### src/rtl/match_pkg.sv
// Shared types and default constants for the tug-of-war match sequencer.
// Optional build macro: MATCH_TIE_REPLAY_EN (replay a round on a simultaneous win).
package match_pkg;

  typedef enum logic [2:0] {
    PLAY  = 3'd0,
    SCORE = 3'd1,
    CHECK = 3'd2,
    HOLD  = 3'd3,
    OVER  = 3'd4
  } state_t;

  typedef enum logic {
    LEFT  = 1'b0,
    RIGHT = 1'b1
  } side_t;

  localparam int DEF_WIDTH       = 3;
  localparam int DEF_WIN_SCORE   = 7;
  localparam int DEF_HOLD_CYCLES = 4;

endpackage

### src/rtl/match_ctrl.sv
// Round/match sequencer: scores edge wins, holds the playfield between rounds, declares the winner.
// Optional build macro: MATCH_TIE_REPLAY_EN (simultaneous win replays the round instead of left priority).
module match_ctrl
  import match_pkg::*;
#(
  parameter int WIDTH       = DEF_WIDTH,
  parameter int WIN_SCORE   = DEF_WIN_SCORE,
  parameter int HOLD_CYCLES = DEF_HOLD_CYCLES
) (
  input  logic             CLOCK_50,
  input  logic             reset,
  input  logic             left_win,
  input  logic             right_win,
  input  logic [WIDTH-1:0] left_score,
  input  logic [WIDTH-1:0] right_score,
  output logic             left_inc,
  output logic             right_inc,
  output logic             round_rst,
  output logic             match_over,
  output logic             winner
);

  localparam int              HW        = (HOLD_CYCLES > 1) ? $clog2(HOLD_CYCLES) : 1;
  localparam logic [HW-1:0]   HOLD_LOAD = HW'(HOLD_CYCLES - 1);
  localparam logic [31:0]     WIN_U     = 32'(WIN_SCORE);

  state_t          r_state, w_state_nxt;
  side_t           r_side,  w_side_nxt;
  logic [HW-1:0]   r_hold,  w_hold_nxt;
  logic [WIDTH-1:0] w_side_score;
  logic            w_reached;

  // In CHECK the counter has already absorbed the increment issued in SCORE.
  assign w_side_score = (r_side == RIGHT) ? right_score : left_score;
  assign w_reached    = (32'(w_side_score) >= WIN_U);

  // NOTE: sequential state uses non-blocking assignments so every register
  // samples the pre-edge values regardless of statement order.
  always_ff @(posedge CLOCK_50) begin
    if (reset) begin
      r_state <= PLAY;
      r_side  <= LEFT;
      r_hold  <= '0;
    end else begin
      r_state <= w_state_nxt;
      r_side  <= w_side_nxt;
      r_hold  <= w_hold_nxt;
    end
  end

  // NOTE: every combinational output gets a default first, so no path can
  // leave a value unassigned and infer a latch.
  always_comb begin
    w_state_nxt = r_state;
    w_side_nxt  = r_side;
    w_hold_nxt  = r_hold;
    case (r_state)
      PLAY: begin
        if (left_win && right_win) begin
`ifdef MATCH_TIE_REPLAY_EN
          w_state_nxt = HOLD;
          w_hold_nxt  = HOLD_LOAD;
`else
          w_state_nxt = SCORE;
          w_side_nxt  = LEFT;
`endif
        end else if (left_win) begin
          w_state_nxt = SCORE;
          w_side_nxt  = LEFT;
        end else if (right_win) begin
          w_state_nxt = SCORE;
          w_side_nxt  = RIGHT;
        end
      end
      SCORE: w_state_nxt = CHECK;
      CHECK: begin
        if (w_reached) begin
          w_state_nxt = OVER;
        end else begin
          w_state_nxt = HOLD;
          w_hold_nxt  = HOLD_LOAD;
        end
      end
      HOLD: begin
        if (r_hold == '0) w_state_nxt = PLAY;
        else              w_hold_nxt  = r_hold - HW'(1);
      end
      OVER:    w_state_nxt = OVER;
      default: w_state_nxt = PLAY;
    endcase
  end

  assign left_inc   = (r_state == SCORE) && (r_side == LEFT);
  assign right_inc  = (r_state == SCORE) && (r_side == RIGHT);
  assign round_rst  = (r_state == HOLD) || (r_state == OVER);
  assign match_over = (r_state == OVER);
  assign winner     = (r_state == OVER) && (r_side == RIGHT);

endmodule
### config.mk
export PLATFORM = sky130hd
export DESIGN_NAME = match_ctrl
export DESIGN_NICKNAME = d
export VERILOG_FILES = /design/src/rtl/match_pkg.sv /design/src/rtl/match_ctrl.sv
export SDC_FILE = /design/constraint.sdc
export NUM_CORES = 1
export LEC_CHECK = 0
export BUFFER_PORTS_ARGS = -buffer_cell sky130_fd_sc_hd__buf_4
export CAP_MARGIN = 20
export CORE_MARGIN = 4
export CORE_UTILIZATION = 25
export DETAILED_ROUTE_END_ITERATION = 8
export PLACE_DENSITY = 0.57
export SETUP_SLACK_MARGIN = 0.02
export SYNTH_ARGS = -nofsm -noshare
export SYNTH_HDL_FRONTEND = slang
export SYNTH_SLANG_ARGS = --single-unit
### constraint.sdc
create_clock -name CLOCK_50 -period 1.9 [get_ports CLOCK_50]
set_clock_uncertainty 0.15 [all_clocks]
set_input_delay 0.095 -clock CLOCK_50 [delete_from_list [all_inputs] [get_ports CLOCK_50]]
set_output_delay 0.095 -clock CLOCK_50 [all_outputs]
set_load 0.02 [all_outputs]
# --- Yosys cells after proc, flatten, opt, wreduce, memory -nomap -nowiden ---
# Index checks and enable logic that the tools add are counted.
op_classes:
  addsub: 1
  magnitude_cmp: 1
  n_eq_ne: 8
  mux: 13
  n_bitwise: 1
  reduce_logical: 12
ops:
  columns: ["cell", "n"]
  rows:
  - ["$mux W3", 6]
  - ["$pmux W3 S5", 1]
  - ["$eq A3 B2 Y1 const B", 2]
  - ["$ne A2 B2 Y1 const B", 3]
  - ["$logic_and A1 B1 Y1", 4]
  - ["$mux W2", 2]
  - ["$ne A4 B4 Y1 const B", 1]
  - ["$pmux W2 S2", 1]
  - ["$reduce_and A2 Y1", 2]
  - ["$eq A3 B1 Y1 const B", 1]
  - ["$eq A3 B3 Y1 const B", 1]
  - ["$ge A3 B3 Y1 const B", 1]
  - ["$logic_not A3 Y1", 1]
  - ["$mux W1", 3]
  - ["$reduce_and A3 Y1", 1]
  - ["$reduce_bool A3 Y1", 1]
  - ["$logic_not A2 Y1", 1]
  - ["$reduce_bool A2 Y1", 1]
  - ["$sub A2 B1 Y2 const B", 1]
  - ["$logic_or A1 B1 Y1", 1]
  - ["$not A1 Y1", 1]
totals:
  reg_bits: 6
  inputBits: 10
  output_inout_bits: 5
  word_cells: 39

# --- Depth between registers and ports, before layout ---
# Gate-level depths: netlist (run 1).
logic_depth:
  word_depth: 4
  mapped_depth: 5
  depth_no_buf: 5

# --- Least setup slack after synthesis (run 1) ---
# No wires, ideal clock.
synth_timing:
  path_kind: "flip-flop to output port"
  from: "register r_state[1]"
  to: "output winner"
  t_arrival_ns: 1.221
  required_ns: 1.655
  setup_slack_ns: 0.434
  stages_incl_launch_ff: 5
  path_buffers: 1
  cell_sequence: "dfxtp_1 > buf_2 > nand2b_1 > nor2_1 > and2_1"
synth_via:
  elab_chain_cells: 2
synth_rtl:
  columns: ["item", "line_no", "text"]
  rows:
  - ["start, declared", "match_ctrl.sv:27", "state_t r_state, w_state_nxt;"]
  - ["start signal, assigned", "match_ctrl.sv:45", "r_state <= w_state_nxt;"]
  - ["$eq A3 B3 Y1", null, null]
  - ["via match_over", "match_ctrl.sv:19", "output logic match_over,"]
  - ["$logic_and A1 B1 Y1", "match_ctrl.sv:97", "assign winner = (r_state == OVER) && (r_side == RIGHT);"]
  - ["end, declared", "match_ctrl.sv:20", "output logic winner"]
# The timed path passes the listed nets, and every way through them passes these cells.

# --- Final worst setup path (run 1) ---
layout_timing:
  from: "register r_state[2]"
  to: "register r_side"
layout_via:
  elab_chain_cells: 2
layout_rtl:
  columns: ["item", "line_no", "text"]
  rows:
  - ["$logic_not A3 Y1", "match_ctrl.sv:57", "case (r_state)"]
  - ["$reduce_and A2 Y1 (no source line)", null, null]
  - ["end signal, assigned", "match_ctrl.sv:46", "r_side <= w_side_nxt;"]
  - ["end, declared", "match_ctrl.sv:28", "side_t r_side, w_side_nxt;"]
# No other way between the ends.
# A chain may end at the register's enable or synchronous reset.

==> metrics, run 1 <==
run status=complete, no violations; endpoints failing setup=0; sequential-to-total area share from yosys stat=0.315; Power Dens Cells=667 mW/mm2; # diodes=0; Worst setup EP type=flop; Synth Area per Inst=slightly above 9 um2; setup bufs post-CTS=0; GP Congestion=just over 0.7; worst-margin pin slew=around 0.33 ns; Syn. warnings=0; delay-heaviest family, CP=buffers and inverters; area of the multi-input gates=240 um2; vias in the first global route=381; CP Data Required Time=1.93 ns; Area Growth Syn to Fin=43.9%; Worst R2R Setup Slack=0.19 ns; final wirelength=889 um; port buffer count=14; Final Critical Period=around 1.7 ns; largest net degree at the start of global routing=12; maximum clock frequency=586 MHz; Design Power=0.366 mW; first-pass GRT wire length=1550 um; Max H-tree Level=1; R2R cell count=4; mapped cell area=382 um2; CTS tree=done; Reg area=121 um2; type of the most critical hold path=primary input to flop; drt pass-1 iters=2; final period utilization=0.898; layout cells sized above 1=0.407; Root Driver=clkbuf_4; post-route ant nets=0; fin cells=74; placed cell count=68; Core ar.=0.00137 mm2; buffers and inverters on the worst path=1; DRC Markers=0; cells along the critical path=nor3_2 > a21oi_1 > a211oi_1 > dlygate4sd3_1; critical path arrival=1.74 ns; worst-path maximum fanout=9; drt wl/cell=between 10 and 15 um; Num CTS Buffers=3; max-slew violations=0; critical path class=flop to flop; leakage=0.232 nW; worst reg2reg startpoint=r_state[2]; Clock Tree Buf Depth=2; RR Endpoint=r_side; RSZ-0062 raised after global routing=false; Worst slew margin=0.780; Setup crit start kind=flop; fillcell total=about 140; Fin. Hold Viols=0; VDD IR max=between 0.2 and 0.3 mV; WHS Endpoint=r_state[2]; global route overflow=0; DR vias=379; Die Wd=47.1 um; First DRT Iteration DRCs=3; GRT Resource Usage Total=0.0991; num rows=13; placed cell area=490 um2; clk_lat worst skew=0.24 ns; Max stage delay on crit path=0.58 ns; initial antenna violation count=0; vias per cell=around 5.1; max_cap viols=0; synth unique cells=26; final instance area=549 um2; Clock Sinks=6; Setup TNS=0 ns; number of top-level pins=15; CTS clk-pin slew, worst paths=roughly 0.040 ns; Die Y=47.1 um; flops & latches, synth=6; hold path cells=4; Hold Startpoint=left_score[2]; Slowest cell on crit path=dlygate4sd3_1; Mapped Cells=42; initial core utilization=0.279; Die ar.=0.00222 mm2; syn nets=53; Final nets=72
-- final cells by class --
type,instances,area share
multi-input cells,30,0.437
repair buffers,17,0.246
flip-flops and latches,6,0.221
clock buffers,3,0.0410
well taps,15,0.0342
inverters,3,0.0205
-- cell families (layout without fill, tap and decap cells) --
family,after synthesis,count (layout),share of synthesized area
flops,6,6,0.315
fa+ha+maj,1,1,0.0328
simple gates,18,18,0.361
compound gates,11,11,0.223
buf+inv,6,23,0.0688
-- timing repair --
item,4_1_cts,5_1_grt
gates resized for setup,0,2
hold buffers,3,0
endpoints found under the hold margin,6,0
setup endpoints to repair,0,1
-- metrics by stage --
step           hold WS [ns]  utilization  worst slack (ns)
6_report              0.162        0.402             0.193
4_1_cts               0.153        0.397             0.142
2_1_floorplan       0.00965            -             0.434
3_3_place_gp          0.141        0.359             0.488
5_1_grt               0.186        0.402            0.0526
3_5_place_dp          0.141        0.359             0.447
-- worst max path at each step --
stage	cells after the start	start	slack (ns)	endpoint
after floorplan	4	r_state[1]	0.43	winner
after global placement	5	r_hold[0]	0.49	r_hold[1]
after detailed placement	5	r_hold[0]	0.45	r_hold[1]
after CTS	4	r_state[0]	0.14	r_side
after global routing	4	r_state[2]	0.05	r_side
final	4	r_state[2]	0.19	r_side
-- state kept, by name (all words and copies together), names as in the netlist --
register	cells
r_hold	2
r_side	1
r_state	3
-- metal layers --
metal / vias up / share of wire / global-route usage
met5: - / 0 / 0
met4: 0 / 0 / 0.0166
met3: 0 / 0.035 / 0.0575
met2: 5 / 0.55 / 0.165
met1: 181 / 0.42 / 0.111
li1: 193 / - / -
-- power by group --
part | internal (mW) | switching (mW) | leakage (nW)
Clock | 0.0712 | 0.0428 | 0.0138
Sequential | 0.140 | 0.0201 | 0.0497
Combinational | 0.0526 | 0.0400 | 0.169
-- synth_stat cells --
cell type	instances	area [um2]
nand4_2	1	12.5
a21o_1	1	7.51
and4bb_2	1	12.5
nand4_1	1	6.26
nor4bb_1	1	10.0
a211oi_1	2	15.0
nor2_1	4	15.0
nor4_1	1	6.26
nand3b_1	1	7.51
a211oi_2	1	12.5
a21oi_1	3	15.0
buf_2	3	15.0
nor4b_1	1	8.76
nor3_1	2	10.0
and3_1	1	6.26
a211o_1	1	8.76
dfxtp_1	6	120
inv_1	3	11.3
and2_1	1	6.26
ha_1	1	12.5
nand4b_4	1	23.8
or3_1	1	6.26
nand2b_1	1	6.26
a31oi_1	1	6.26
o21ai_0	1	5.00
a221oi_2	1	15.0
-- worst min-delay path, delay by kind of cell --
family / cells / cell delay (ns)
AO/OA/AOI/OAI: 2 / 0.20
AND/OR/NAND/NOR: 1 / 0.09
buffers and inverters: 1 / 0.12
-- cell usage in the layout, fill, tap and decap left out, types with 2 or more instances in the layout --
master,Yosys,final
buf_4,0,14
dfxtp_1,6,5
nor2_1,4,4
inv_1,3,3
a21oi_1,3,3
clkbuf_4,0,3
dlygate4sd3_1,0,3
a211oi_1,2,2
(Power assumes the default switching activity.)
==> inputs of run 2 (changes only) <==
--- a/config.mk
+++ b/config.mk
@@ -10,7 +10,7 @@
 export CORE_MARGIN = 4
 export CORE_UTILIZATION = 25
 export DETAILED_ROUTE_END_ITERATION = 8
-export PLACE_DENSITY = 0.57
+export PLACE_DENSITY = 0.44
 export SETUP_SLACK_MARGIN = 0.02
 export SYNTH_ARGS = -nofsm -noshare
 export SYNTH_HDL_FRONTEND = slang
==> metrics, run 2 (same netlist as run 1, synthesis figures left out) <==
number of top-level pins=15 (unchanged); vias in the first global route=358 (-6.0%); CTS tree=done; Num CTS Buffers=3 (unchanged); commonest non-fill, non-tap cell in the layout=buf_4; Clock Sinks=6 (unchanged); Regs by FF count=r_state x3, r_hold x2, r_side x1; type of the most critical hold path=primary input to flop; Area Growth Syn to Fin=42.3%; Worst slew margin=0.781 (about the same); global route overflow=0 (unchanged); Root Driver=clkbuf_4; Final nets=72 (unchanged); RR Endpoint=r_side; R2R cell count=4 (unchanged); num rows=13 (unchanged); most frequent cells in the layout=buf_4 (14), dfxtp_1 (6), nor2_1 (4); Hold Startpoint=left_score[2]; largest net degree at the start of global routing=12 (unchanged); placed cell count=68 (unchanged); leakage=0.230 nW (-0.95%); Post-DP HPWL=687 um; Worst setup EP type=flop; critical path arrival=1.81 ns (+0.07 ns); Setup TNS=0 ns (unchanged); CTS clk-pin slew, worst paths=0.04 ns (about the same); max-slew violations=0 (unchanged); GRT Resource Usage Total=0.102 (+0.00256); Max stage delay on crit path=0.57 ns (about the same); initial antenna violation count=0 (unchanged); Core ar.=0.00137 mm2 (unchanged); Fin. Hold Viols=0 (unchanged); fillcell total=148 (+4.2%); max FFs per register=3 (unchanged); drt wl/cell=12.2 um (+1.5%); maximum clock frequency=565 MHz (-3.5%); Power Dens Cells=679 mW/mm2 (+1.9%); cells along the critical path=nor3_1 > a21oi_1 > a211oi_1 > dlygate4sd3_1; endpoints failing setup=0 (unchanged); GP Congestion=0.700 (-1.6%); drt pass-1 iters=4 (+2); VDD IR max=0.382 mV (+30%); clk_lat worst skew=0.25 ns (about the same); Die Y=47.1 um (unchanged); setup bufs post-CTS=0 (unchanged); Worst R2R Setup Slack=0.13 ns (-0.06 ns); first-pass GRT wire length=1480 um (-4.9%); Clock Tree Buf Depth=2 (unchanged); run status=complete, no violations; post-route ant nets=0 (unchanged); CP Data Required Time=1.94 ns (about the same); port buffer count=14 (unchanged); final period utilization=0.931 (+0.0329); layout cells sized above 1=0.373 (-0.0339); fin cells=74 (unchanged); max_cap viols=0 (unchanged); initial core utilization=0.279 (unchanged); Max H-tree Level=1 (unchanged); DR vias=390 (+2.9%); Setup crit start kind=flop; worst-margin pin slew=0.329 ns (-0.000772 ns); WHS Endpoint=r_state[0]; buffers and inverters on the worst path=1 (unchanged); DRC Markers=0 (unchanged); critical path class=flop to flop; delay-heaviest family, CP=buffers and inverters; Final Critical Period=1.77 ns (+0.0624 ns); CTS resizes=0 (unchanged); worst-path maximum fanout=11 (+2); Die ar.=0.00222 mm2 (unchanged); worst reg2reg startpoint=r_state[0]; Biggest register=r_state; First DRT Iteration DRCs=3 (unchanged); Die Wd=47.1 um (unchanged); Slowest cell on crit path=dlygate4sd3_1; vias per cell=5.27 (+2.9%); RSZ-0062 raised after global routing=false; # diodes=0 (unchanged); final wirelength=902 um (+1.5%); hold path cells=4 (unchanged)
-- run 2: power breakdown --
part	switching, mW	total [mW]	internal (mW)
clock network	0.0456	0.117	0.0714
registers	0.0198	0.159	0.139
logic	0.0412	0.0932	0.0520
total	0.106	0.369	0.262
-- run 2: how the worst max path moves through the flow --
stage	start	cells past startpoint	end	slack, ns
global route	r_state[0]	4	r_side	0.06
detailed placement	r_hold[0]	5	r_hold[1]	0.44
CTS	r_state[0]	4	r_side	0.15
global placement	r_hold[0]	5	r_hold[1]	0.50
floorplan	r_state[1]	4	winner	0.43
finish	r_state[0]	4	r_side	0.13
-- run 2: final cells by class --
class	count	area, um2	area share
tap	15	18.8	0.0346
inverter	3	11.3	0.0207
timing repair buffer	17	135	0.249
clock buffer	3	22.5	0.0415
multi-input combinational	30	235	0.433
sequential	6	120	0.221
-- run 2: worst min-delay path: stages --
cell and delay, ns:
buf_4 0.12, nand4b_4 0.09, a211oi_1 0.06, nor3_1 0.12
-- run 2: layer usage --
metal / wire (um) / track usage
met2: 431 / 0.168
met1: 351 / 0.0892
met5: 0 / 0
met3: 98 / 0.0690
met4: 21 / 0.0663
-- run 2: metrics by stage --
step	total power [mW]	setup WS, ns	cell area, um2	hold slack (ns)	utilization
2_1_floorplan	0.212	0.434	382	0.00965	-
3_3_place_gp	0.244	0.501	490	0.135	0.359
3_5_place_dp	0.248	0.443	490	0.138	0.359
4_1_cts	0.374	0.152	543	0.143	0.397
5_1_grt	0.394	0.0614	543	0.153	0.397
6_report	0.369	0.130	543	0.139	0.397
-- run 2: what timing repair did --
action                                  in CTS  in global routing
endpoints found under the setup margin       0                  0
hold buffers                                 3                  0
hold endpoints to repair                     6                  0
